File: src/rtl/muldiv_pkg.sv
// Shared constants and state encoding for the multiply/divide sequencer.
// MULT/DIV codes and the FIX state are used only when MULDIV_SIGNED_EN is defined.
package muldiv_pkg;

  localparam int ITER = 32;

  localparam logic [5:0] MULTU = 6'b011001;
  localparam logic [5:0] DIVU  = 6'b011011;
  localparam logic [5:0] MULT  = 6'b011000;
  localparam logic [5:0] DIV   = 6'b011010;

  typedef enum logic [2:0] {
    S_IDLE = 3'd0,
    S_MUL  = 3'd1,
    S_DIV  = 3'd2,
`ifdef MULDIV_SIGNED_EN
    S_FIX  = 3'd3,
`endif
    S_DONE = 3'd4
  } state_t;

endpackage

File: src/rtl/muldiv_addsub.sv
// Adder/subtractor shared by the multiply and divide iterations.
// sub=1 computes a + ~b + 1.
module muldiv_addsub #(
  parameter int W = 33
) (
  input  logic [W-1:0] a,
  input  logic [W-1:0] b,
  input  logic         sub,
  output logic [W-1:0] y
);

  assign y = a + (sub ? ~b : b) + {{(W-1){1'b0}}, sub};

endmodule

File: src/rtl/muldiv_ctrl.sv
// Multi-cycle MULTU/DIVU sequencer with HI/LO result registers.
// Define MULDIV_SIGNED_EN to also accept MULT/DIV (adds a one-cycle FIX state).
module muldiv_ctrl
  import muldiv_pkg::*;
#(
  parameter int WIDTH = 32
) (
  input  logic             clk,
  input  logic             reset,
  input  logic             start,
  input  logic [5:0]       funct,
  input  logic [WIDTH-1:0] dataA,
  input  logic [WIDTH-1:0] dataB,
  output logic             busy,
  output logic             done,
  output logic [WIDTH-1:0] hi,
  output logic [WIDTH-1:0] lo
);

  localparam int CW = $clog2(ITER);

  state_t           state, state_nxt, fin_state;
  logic [CW-1:0]    cnt, cnt_nxt;
  logic [WIDTH-1:0] hi_nxt, lo_nxt, m, m_nxt;
  logic [WIDTH-1:0] opa, opb, hs;
  logic [WIDTH:0]   add_a, add_y, sum;
  logic             op_sgn, op_mul, op_div, is_sub;

`ifdef MULDIV_SIGNED_EN
  logic               sa, sa_nxt, neg, neg_nxt, fdiv, fdiv_nxt;
  logic [2*WIDTH-1:0] prod_neg;

  assign op_sgn    = (funct == MULT) || (funct == DIV);
  // Iterate on magnitudes; signs are reapplied in FIX.
  assign opa       = (op_sgn && dataA[WIDTH-1]) ? -dataA : dataA;
  assign opb       = (op_sgn && dataB[WIDTH-1]) ? -dataB : dataB;
  assign fin_state = neg || sa ? S_FIX : S_DONE;
  assign prod_neg  = -{hi, lo};
`else
  assign op_sgn    = 1'b0;
  assign opa       = dataA;
  assign opb       = dataB;
  assign fin_state = S_DONE;
`endif

  assign op_mul = (funct == MULTU) || (op_sgn && funct == MULT);
  assign op_div = (funct == DIVU)  || (op_sgn && funct == DIV);

  // Remainder shifted left; hi[WIDTH-1] rides in the adder's top bit so
  // divisors above 2^(WIDTH-1) still compare correctly.
  assign hs     = {hi[WIDTH-2:0], lo[WIDTH-1]};
  assign is_sub = (state == S_DIV);
  assign add_a  = is_sub ? {hi[WIDTH-1], hs} : {1'b0, hi};
  assign sum    = lo[0] ? add_y : {1'b0, hi};

  muldiv_addsub #(.W(WIDTH + 1)) u_addsub (
    .a   (add_a),
    .b   ({1'b0, m}),
    .sub (is_sub),
    .y   (add_y)
  );

  always_comb begin
    state_nxt = state;
    cnt_nxt   = cnt;
    hi_nxt    = hi;
    lo_nxt    = lo;
    m_nxt     = m;
`ifdef MULDIV_SIGNED_EN
    sa_nxt    = sa;
    neg_nxt   = neg;
    fdiv_nxt  = fdiv;
`endif
    case (state)
      S_IDLE: begin
        if (start && (op_mul || op_div)) begin
`ifdef MULDIV_SIGNED_EN
          sa_nxt   = op_sgn & dataA[WIDTH-1];
          neg_nxt  = op_sgn & (dataA[WIDTH-1] ^ dataB[WIDTH-1]);
          fdiv_nxt = op_div;
`endif
          if (op_div && dataB == '0) begin
            // Divide by zero: raw result, no iterations and no sign fix.
            state_nxt = S_DONE;
            hi_nxt    = dataA;
            lo_nxt    = '1;
`ifdef MULDIV_SIGNED_EN
            sa_nxt    = 1'b0;
            neg_nxt   = 1'b0;
`endif
          end else begin
            state_nxt = op_mul ? S_MUL : S_DIV;
            cnt_nxt   = CW'(ITER - 1);
            hi_nxt    = '0;
            lo_nxt    = opa;
            m_nxt     = opb;
          end
        end
      end
      S_MUL: begin
        {hi_nxt, lo_nxt} = {sum, lo[WIDTH-1:1]};
        if (cnt == '0) state_nxt = fin_state;
        else           cnt_nxt   = cnt - CW'(1);
      end
      S_DIV: begin
        hi_nxt = add_y[WIDTH] ? hs : add_y[WIDTH-1:0];
        lo_nxt = {lo[WIDTH-2:0], ~add_y[WIDTH]};
        if (cnt == '0) state_nxt = fin_state;
        else           cnt_nxt   = cnt - CW'(1);
      end
`ifdef MULDIV_SIGNED_EN
      S_FIX: begin
        if (fdiv) begin
          lo_nxt = neg ? -lo : lo;
          hi_nxt = sa ? -hi : hi;
        end else if (neg) begin
          {hi_nxt, lo_nxt} = prod_neg;
        end
        state_nxt = S_DONE;
      end
`endif
      S_DONE:  state_nxt = S_IDLE;
      default: state_nxt = S_IDLE;
    endcase
  end

  always_ff @(posedge clk or posedge reset) begin
    if (reset) begin
      state <= S_IDLE;
      cnt   <= '0;
      hi    <= '0;
      lo    <= '0;
      m     <= '0;
`ifdef MULDIV_SIGNED_EN
      sa    <= 1'b0;
      neg   <= 1'b0;
      fdiv  <= 1'b0;
`endif
    end else begin
      state <= state_nxt;
      cnt   <= cnt_nxt;
      hi    <= hi_nxt;
      lo    <= lo_nxt;
      m     <= m_nxt;
`ifdef MULDIV_SIGNED_EN
      sa    <= sa_nxt;
      neg   <= neg_nxt;
      fdiv  <= fdiv_nxt;
`endif
    end
  end

  assign busy = (state == S_MUL) || (state == S_DIV);
  assign done = (state == S_DONE);

endmodule

File: config.mk
export PLATFORM = sky130hd
export DESIGN_NAME = muldiv_ctrl
export DESIGN_NICKNAME = d
export VERILOG_FILES = /design/src/rtl/muldiv_pkg.sv /design/src/rtl/muldiv_addsub.sv /design/src/rtl/muldiv_ctrl.sv
export SDC_FILE = /design/constraint.sdc
export NUM_CORES = 1
export LEC_CHECK = 0
export ABC_AREA = 1
export CORE_MARGIN = 2
export CORE_UTILIZATION = 42
export CTS_BUF_LIST = sky130_fd_sc_hd__clkbuf_2
export DETAILED_ROUTE_END_ITERATION = 6
export PLACE_DENSITY = 0.73
export SYNTH_ARGS = -nofsm -noshare
export SYNTH_HDL_FRONTEND = slang
export SYNTH_SLANG_ARGS = --single-unit
File: constraint.sdc
create_clock -name clk -period 4.82 [get_ports clk]
set_input_delay 0.964 -clock clk [delete_from_list [all_inputs] [get_ports clk]]
set_output_delay 0.964 -clock clk [all_outputs]
set_load 0.05 [all_outputs]
# ---- Word-level counts from Yosys, hierarchy flattened
# Index checks and enable logic that the tools add are counted.
dict set report op_classes {
  addsub 3
  multipliers 0
  div_mod_pow 0
  n_lt_le_gt_ge 0
  n_eq_ne 9
  shift 0
  mux 19
  n_bitwise 3
  reduce_logical 14
}
# cell count
set ops {}
lappend ops {{case mux 32 bit (3 select lines)} 2}
lappend ops {{2-to-1 mux 32 bit} 5}
lappend ops {{2-to-1 mux 33 bit} 3}
lappend ops {{adder 33 x 1 -> 33 bit} 1}
lappend ops {{adder 33 bit} 1}
lappend ops {{inverter 32 -> 33 bit} 1}
lappend ops {{zero test 32 bit} 1}
lappend ops {{2-to-1 mux 5 bit} 3}
lappend ops {{equality test 6 x 5 -> 1 bit (second input constant)} 2}
lappend ops {{case mux 5 bit (2 select lines)} 1}
lappend ops {{2-to-1 mux 3 bit} 3}
lappend ops {{!= test 2 bit (second input constant)} 3}
lappend ops {{case mux 3 bit (2 select lines)} 1}
lappend ops {{zero test 5 bit} 1}
lappend ops {{subtractor 5 x 1 -> 5 bit (second input constant)} 1}
lappend ops {{AND reduction 2 bit} 2}
lappend ops {{AND reduction 4 bit} 1}
lappend ops {{equality test 3 x 1 -> 1 bit (second input constant)} 1}
lappend ops {{equality test 3 x 2 -> 1 bit (second input constant)} 1}
lappend ops {{equality test 3 bit (second input constant)} 1}
lappend ops {{zero test 3 bit} 1}
lappend ops {{AND reduction 3 bit} 1}
lappend ops {{nonzero test 3 bit} 1}
lappend ops {{logical AND 1 bit} 2}
lappend ops {{other kinds (6)} 8}
dict set report word_totals {
  reg_bits 104
  latch_bits 0
  ram_bits 0
  rom_bits 0
  in_bits 73
  output_inout_bits 66
  n_memories 0
}

# ---- Depth between registers and ports, before layout
# Gate-level depths: netlist of the first run.
dict set report depth {
  word_depth 6
  mapped_depth 24
  mapped_depth_nobuf 23
}

# ---- Modules after synthesis
# From an unflattened synthesis of the first run, not the netlist that was laid out.
dict set report unflattened {
  cells_unflattened 1477
  hier_area_um2 9188.8
}
# module instances cells_per_inst area_per_inst_um2
set modules_own_cells {}
lappend modules_own_cells {muldiv_ctrl 1 976 6546.3}
lappend modules_own_cells {muldiv_addsub 1 501 2642.5}

# ---- Worst setup path after synthesis of the first run
# No wires, ideal clock.
dict set report synth_timing {
  path_kind {flip-flop to flip-flop}
  from {register state[0]}
  to {register hi[22]}
  setup_time_ns 0.113
  t_arrival_ns 3.231
  required_time_ns 4.707
  slack_ns 1.476
  stages_incl_launch_ff 22
  n_path_buf 4
  period_less_slack_ns 3.344
  path_cell_list {dfrtp_1 nor2_1 nand2_2 inv_1 buf_2 buf_1 clkbuf_1 o21ai_0 ha_1 a21oi_1 o21ai_1 nand2_1 nand2_1 a21oi_1 nand3_1 nand2_4 buf_4 nand2_1 nand3_1 nand3b_1 nand2_1 inv_1}
}
dict set report synth_between {
  elab_chain_len 6
  word_cells_on_any_way 13
  cone_classes {add/sub: 2; eq/ne: 3; mux: 5; reduce/logical: 3}
}
# item line
set synth_lines {}
lappend synth_lines {{start: declaration} muldiv_ctrl.sv:22} ;# state_t state, state_nxt, fin_state;
lappend synth_lines {{start signal: assignment} muldiv_ctrl.sv:140} ;# state <= state_nxt;
lappend synth_lines {{equality test 3 x 2 -> 1 bit} {muldiv_ctrl.sv:52, muldiv_ctrl.sv:74}}
lappend synth_lines {{2-to-1 mux 33 bit (on tied branches)} {muldiv_ctrl.sv:53, muldiv_addsub.sv:12}}
lappend synth_lines {{adder 33 bit} muldiv_addsub.sv:12} ;# assign y = a + (sub ? ~b : b) + {{(W-1){1'b0}}, sub};
lappend synth_lines {{adder 33 x 1 -> 33 bit} muldiv_addsub.sv:12}
lappend synth_lines {{2-to-1 mux 32 bit or 2-to-1 mux 33 bit (tied branches)} {muldiv_ctrl.sv:106, muldiv_ctrl.sv:54}}
lappend synth_lines {{case mux 32 bit (3 select lines)} muldiv_ctrl.sv:74} ;# case (state)
lappend synth_lines {{end signal: assignment} muldiv_ctrl.sv:142} ;# hi <= hi_nxt;
lappend synth_lines {{end: declaration} muldiv_ctrl.sv:16} ;# output logic [WIDTH-1:0] hi,
# Several ways; a longest one is shown, not always the timed one.
# A chain may end at the register's enable or synchronous reset.

# ---- Final worst setup path of the first run
dict set report layout_timing {
  from {register state[0]}
  to {output port busy}
}
dict set report layout_between {
  elab_chain_len 2
  word_cells_on_any_way 3
  cone_classes {eq/ne: 2; reduce/logical: 1}
}
# item line
set layout_lines {}
lappend layout_lines {{equality test 3 x 1 -> 1 bit or equality test 3 x 2 -> 1 bit (tied branches)} muldiv_ctrl.sv:153} ;# assign busy = (state == S_MUL) || (state == S_DIV);
lappend layout_lines {{logical OR 1 bit (*)} muldiv_ctrl.sv:153}
lappend layout_lines {{end: declaration} muldiv_ctrl.sv:14} ;# output logic busy,
# Mark *: on every way between the ends. The rest lies on a longest branch, timed or not.

==> results of run 1 <==
[final cells by class]
type / count / area [sq um]
fillers: 2080 / 9820
clock inverters: 6 / 76.3
well taps: 270 / 338
diodes: 1 / 2.50
flip-flops and latches: 104 / 2600
repair buffers: 154 / 1510
multi-input cells: 972 / 5130
clock buffers: 9 / 45.0
inverters: 170 / 641
[logic make-up (layout without fill, tap and decap cells)]
group,Yosys count,in the layout,synth area share (%)
and+or+nand+nor,547,547,26.6
AOI/OAI and AO/OA,340,340,22.6
buffers and inverters,227,339,10.4
DFF,104,104,30.2
xor gates and xnor gates,49,49,4.98
adders and majority gates,34,34,5.03
muxes,2,2,0.261
other,0,1,0
[layer usage]
metal  routed length [um]  vias to the layer above  GRT usage (%)
li1                     -                     4538              -
met3                 1780                       70           3.42
met4                 1140                        0           10.3
met1                11900                     4314           33.6
met5                    0                        -              0
met2                13400                      381           43.2
[sequential cells by signal, summed over array words and instances, names as in the netlist]
name / cells
lo: 32
hi: 32
m: 32
cnt: 5
state: 3
[final timing paths]
path                       startpoint     end  slack, ps  cells after the start
max                          state[0]    busy        800                      5
min                            cnt[4]  cnt[4]        520                      2
max reg2reg                  state[0]  hi[24]       1050                     17
min reg2reg                    cnt[4]  cnt[4]        520                      2
max in group asynchronous       reset  hi[18]       3070                      3
min in group asynchronous       reset   lo[9]        800                      2
[worst register-to-register path, cell delays in order (launching register included)]
cell and delay, ps:
dfrtp_1 490, nor2_1 260, nand2_4 230, buf_12 300, xnor2_1 330, ha_1 340
a21oi_1 220, o21ai_0 140, a21oi_1 230, nand2_2 120, nand2_2 110, nand2_2 70
nand2_2 90, nand2_4 100, nand2_4 260, inv_1 170, o21ai_0 210, a21oi_1 90
[layout by cell type, fill, tap and decap left out, drive strengths merged, types with 30 or more instances in the layout]
master	count
clkdlybuf4s50	138
a21oi	129
o21ai	105
nor2	100
ha	33
o22ai	30
a22oi	41
nand3	71
xnor2	38
inv	172
dfrtp	104
nand2	339
[stage by stage]
stage	hold slack, ps	instance area (sq um)	instances	setup WS [ps]
finish	523	10400	1686	801
global route	562	10400	1686	672
CTS	531	10300	1685	776
detailed placement	471	10200	1670	1050
global placement	457	10200	1670	1080
floorplan	442	8610	1303	1120
==> flow_metrics.py, run 1 <==
metrics = {
    "routing": {
        "drt_wl_total_um": 28200,
        "drcViolationCount": 0,
        "ant_nets": 0,
        "drt_first_iter_violations": 898,
        "dr.pass1.iters": 6,
        "drt-wirelength-per-cell_um": 16.7,
        "via_count": 9303,
        "viasPerCell": 5.52,
    },
    "run_status": {
        "status": "complete, no violations",
    },
    "timing": {
        "tightest_slew_ps": 948,
        "setup_tns_ps": 0,
        "slew_headroom_pct": 36.8,
        "post-route-period-util_pct": 83.4,
        "slew_viol_final": 0,
        "fin_skew_ps": 54.0,
        "timing.fmax_ghz": 0.249,
        "rsz0062_at_grt": "false",
        "finalSetupViolations": 0,
        "period_minus_slack_ps": 4020,
        "finalHoldViolCount": 0,
    },
    "yosys": {
        "synth_area_leaders": "dfrtp_1 30%, nand2_1 14%, a21oi_1 7.4%",
        "netlist_instances": 1303,
        "synth_edf_count": 0,
        "netlist_area_sq_um": 8610,
        "synth_most_common_cell": "nand2_1",
        "ys.flop_type": "dfrtp_1",
        "synth_nets": 1410,
        "syn_avg_cell_area_sq_um": 6.61,
        "synthTopCellsByCount": "330 x nand2_1, 164 x inv_1, 127 x a21oi_1",
        "async_flop_share_pct": 100,
        "ys.warnings.count": 0,
        "synth.top_cell.area_share_pct": 30.2,
        "seq_area_frac_synth_pct": 30.2,
        "synth_cell_types": 46,
        "ys_ff_latch": 104,
        "yosys.area.top_type": "dfrtp_1",
    },
    "clocking": {
        "cts.clk_slew.worst_paths_ps": 320,
        "cts_sinks": 104,
        "cts_buffers": 9,
        "cts_resized": 0,
        "clk_latency_ps": 660,
        "cts_setup_buffers": 0,
        "h-tree-depth": 3,
        "cts_root_buf": "clkbuf_2",
        "clock_path_buffers": 2,
        "cts_tree": "done",
        "cts_hold_buffers": 0,
    },
    "die": {
        "core_region_area_sq_um": 20200,
        "die_w_um": 147,
        "num_rows": 52,
        "die_y_um": 147,
        "die_area_sq_um": 21700,
        "initial_core_util_pct": 42.7,
        "ioPinCount": 139,
    },
    "setup_path": {
        "endpoint_kind": "output port",
        "cp.buffers_inverters": 2,
        "worstPathCellList": "nor2_1, nand2_4, buf_12, nand2_2, clkdlybuf4s50_1",
        "cp.required_ps": 3860,
        "critPathMaxStageDelay_ps": 870,
        "cp_max_fo": 67,
        "cp_top_family": "buffers and inverters",
        "start_kind": "flip-flop",
        "crit_slowest_cell": "clkdlybuf4s50_1",
        "critical_path_class": "reg2out",
        "critical_path_arrival_ps": 3060,
    },
    "placed_design": {
        "gp_congestion": 0.950,
        "dp_hpwl_um": 21500,
        "portBuffers": 138,
    },
    "grt": {
        "grt_pass1_vias": 8850,
        "grt.overflow.total": 0,
        "grt_max_degree": 74,
        "grt_pass1_wl_um": 44500,
        "track_usage_pct": 25.7,
        "antenna_found_initial": 1,
    },
    "layout": {
        "drive_gt1_share_pct": 4.24,
        "post-route-util_pct": 51.3,
        "nets": 1518,
        "syn_to_final_growth_pct": 20.2,
    },
    "min_path": {
        "hp-class": "reg2reg",
    },
    "flow_run": {
        "drv_cap": 0,
    },
}
Power of run 1 is not shown: default switching activity piles up to over one toggle a cycle in this logic, so the estimate is an artifact.
==> run 2, diff against run 1 <==
Settings changed: PLACE_DENSITY 0.73 to 0.76.
Clock period 4.82 ns to 3.45 ns, I/O delays scaled along.
==> run 2 against run 1 <==
Effect of this change: via count up 2.3%; largest cell class unchanged; hold slack worse by 150 ps; clock-buffer cell count increased by 1; core utilization grew 2.3 points; clock skew is 5.4 ps lower.
==> flow_metrics.py, run 2 (same netlist as run 1, synthesis figures left out) <==
metrics = {
    "layout": {
        "syn_to_final_growth_pct": 25.5,
        "nets": 1556,
        "final_common_cell": "nand2_1",
        "mostFrequentLayoutCells": "328 x nand2_1, 162 x inv_1, 137 x clkdlybuf4s50_1, 122 x a21oi_1, 104 x dfrtp_1",
        "reg.largest.list": "hi: 32 flops, lo: 32 flops, m: 32 flops",
        "drive_gt1_share_pct": 7.84,
        "fill_cells": 2017,
    },
    "setup_path": {
        "cp.required_ps": 4040,
        "critical_path_class": "reg2reg",
        "start_kind": "flip-flop",
        "r2r_end": "hi[12]",
        "r2r_slack_ps": 130,
        "endpoint_kind": "flip-flop",
        "r2r_cells": 19,
        "critical_path_arrival_ps": 3900,
        "r2r_start": "state[2]",
        "cp_max_fo": 20,
        "startpoint": "state[2]",
    },
    "clocking": {
        "clk_latency_ps": 660,
        "cts_buffers": 9,
        "cts_root_buf": "clkbuf_2",
        "clock_path_buffers": 2,
        "h-tree-depth": 3,
        "cts.clk_slew.worst_paths_ps": 340,
        "cts_tree": "done",
        "cts_sinks": 104,
    },
    "flow_run": {
        "drv_cap": 0,
    },
    "routing": {
        "drt_first_iter_violations": 974,
        "drcViolationCount": 0,
        "dr.pass1.iters": 6,
        "drt-wirelength-per-cell_um": 17.1,
        "via_count": 9519,
        "drt_wl_total_um": 29400,
        "ant_nets": 0,
        "viasPerCell": 5.52,
    },
    "timing": {
        "slew_viol_final": 0,
        "period_minus_slack_ps": 3320,
        "fin_skew_ps": 48.6,
        "tightest_slew_ps": 797,
        "finalHoldViolCount": 0,
        "rsz0062_at_grt": "true",
        "timing.fmax_ghz": 0.302,
        "finalSetupViolations": 0,
        "slew_headroom_pct": 46.5,
        "post-route-period-util_pct": 96.1,
        "setup_tns_ps": 0,
    },
    "die": {
        "ioPinCount": 139,
        "die_y_um": 147,
        "core_region_area_sq_um": 20200,
        "num_rows": 52,
        "die_w_um": 147,
        "die_area_sq_um": 21700,
        "initial_core_util_pct": 42.7,
    },
    "grt": {
        "grt_pass1_wl_um": 46200,
        "grtUsageMet1_pct": 34.0,
        "grtUsageMet3_pct": 3.60,
        "track_usage_pct": 26.7,
        "grt_pass1_vias": 9212,
        "use_met2_pct": 45.5,
        "antenna_found_initial": 1,
        "grt.overflow.total": 0,
        "busiest_layer": "met2",
        "grt_max_degree": 56,
    },
    "min_path": {
        "hp-class": "in2async",
    },
    "placed_design": {
        "dp_hpwl_um": 22500,
        "gp_congestion": 0.967,
        "portBuffers": 138,
    },
    "run_status": {
        "status": "complete, no violations",
    },
}
run 2: changes by cell type in the layout (fill, tap and decap cells not counted), moves of 2 or more:
cell,change
buf_4,+30
o21ai_0,-9
o21ai_1,+9
buf_12,+6
a21oi_1,-5
a21oi_2,+5
clkinvlp_4,+2
nand2_1,-2
nand2_2,+2
nor2_4,+2
run 2: worst max path at each step:
stage,depth (start not counted),slack [ps],to
6_report,19,130,hi[12]
2_1_floorplan,1,30,cnt[0]
3_5_place_dp,20,50,hi[26]
5_1_grt,20,-70,hi[27]
4_1_cts,19,20,hi[12]
3_3_place_gp,19,100,hi[15]
run 2: critical path: stages (launching register included):
cell	delay (ps)
dfrtp_1	480
nor2_4	70
nand2_4	80
clkinvlp_4	140
buf_12	160
clkbuf_16	180
o21ai_0	340
ha_1	350
nand2_1	130
o21ai_0	140
nand2_1	90
nand2_1	60
a21oi_2	190
nand3_1	160
nand2_4	130
nand2_4	110
buf_4	180
a21oi_2	110
nor2_1	50
a21oi_1	110
run 2: metal layers:
layer / routed length (um) / part of all wire (%)
met3: 1780 / 6.1
met4: 1280 / 4.3
met2: 14200 / 48
met5: 0 / 0
met1: 12200 / 42
run 2: area by class of cell:
| type | instances | area [sq um] | share of cell area [%] |
|---|---|---|---|
| inverters | 170 | 644 | 5.96 |
| flip-flops and latches | 104 | 2600 | 24.1 |
| repair buffers | 192 | 1900 | 17.6 |
| clock buffers | 10 | 50.0 | 0.463 |
| clock inverters | 6 | 75.1 | 0.694 |
| multi-input cells | 972 | 5200 | 48.1 |
| diodes | 2 | 5.00 | 0.0463 |
| well taps | 270 | 338 | 3.12 |
run 2: what timing repair did:
item                                    4_1_cts  5_1_grt
resized for setup                             1       29
hold buffers                                  0        0
setup buffers                                 0        7
pin swaps                                     0        6
endpoints found under the setup margin        5       33
cloned                                        0        1
run 2: through the flow:
| step | instances | cell area (sq um) | util (%) | setup WS [ps] | hold WS (ps) |
|---|---|---|---|---|---|
| 2_1_floorplan | 1303 | 8610 | - | 27.8 | 442 |
| 3_3_place_gp | 1700 | 10500 | 52.1 | 98.2 | 458 |
| 3_5_place_dp | 1700 | 10500 | 52.1 | 47.3 | 470 |
| 4_1_cts | 1716 | 10600 | 52.8 | 22.4 | 351 |
| 5_1_grt | 1726 | 10800 | 53.6 | -73.8 | 350 |
| 6_report | 1726 | 10800 | 53.6 | 134 | 372 |
Power of run 2 is left out for the same reason.
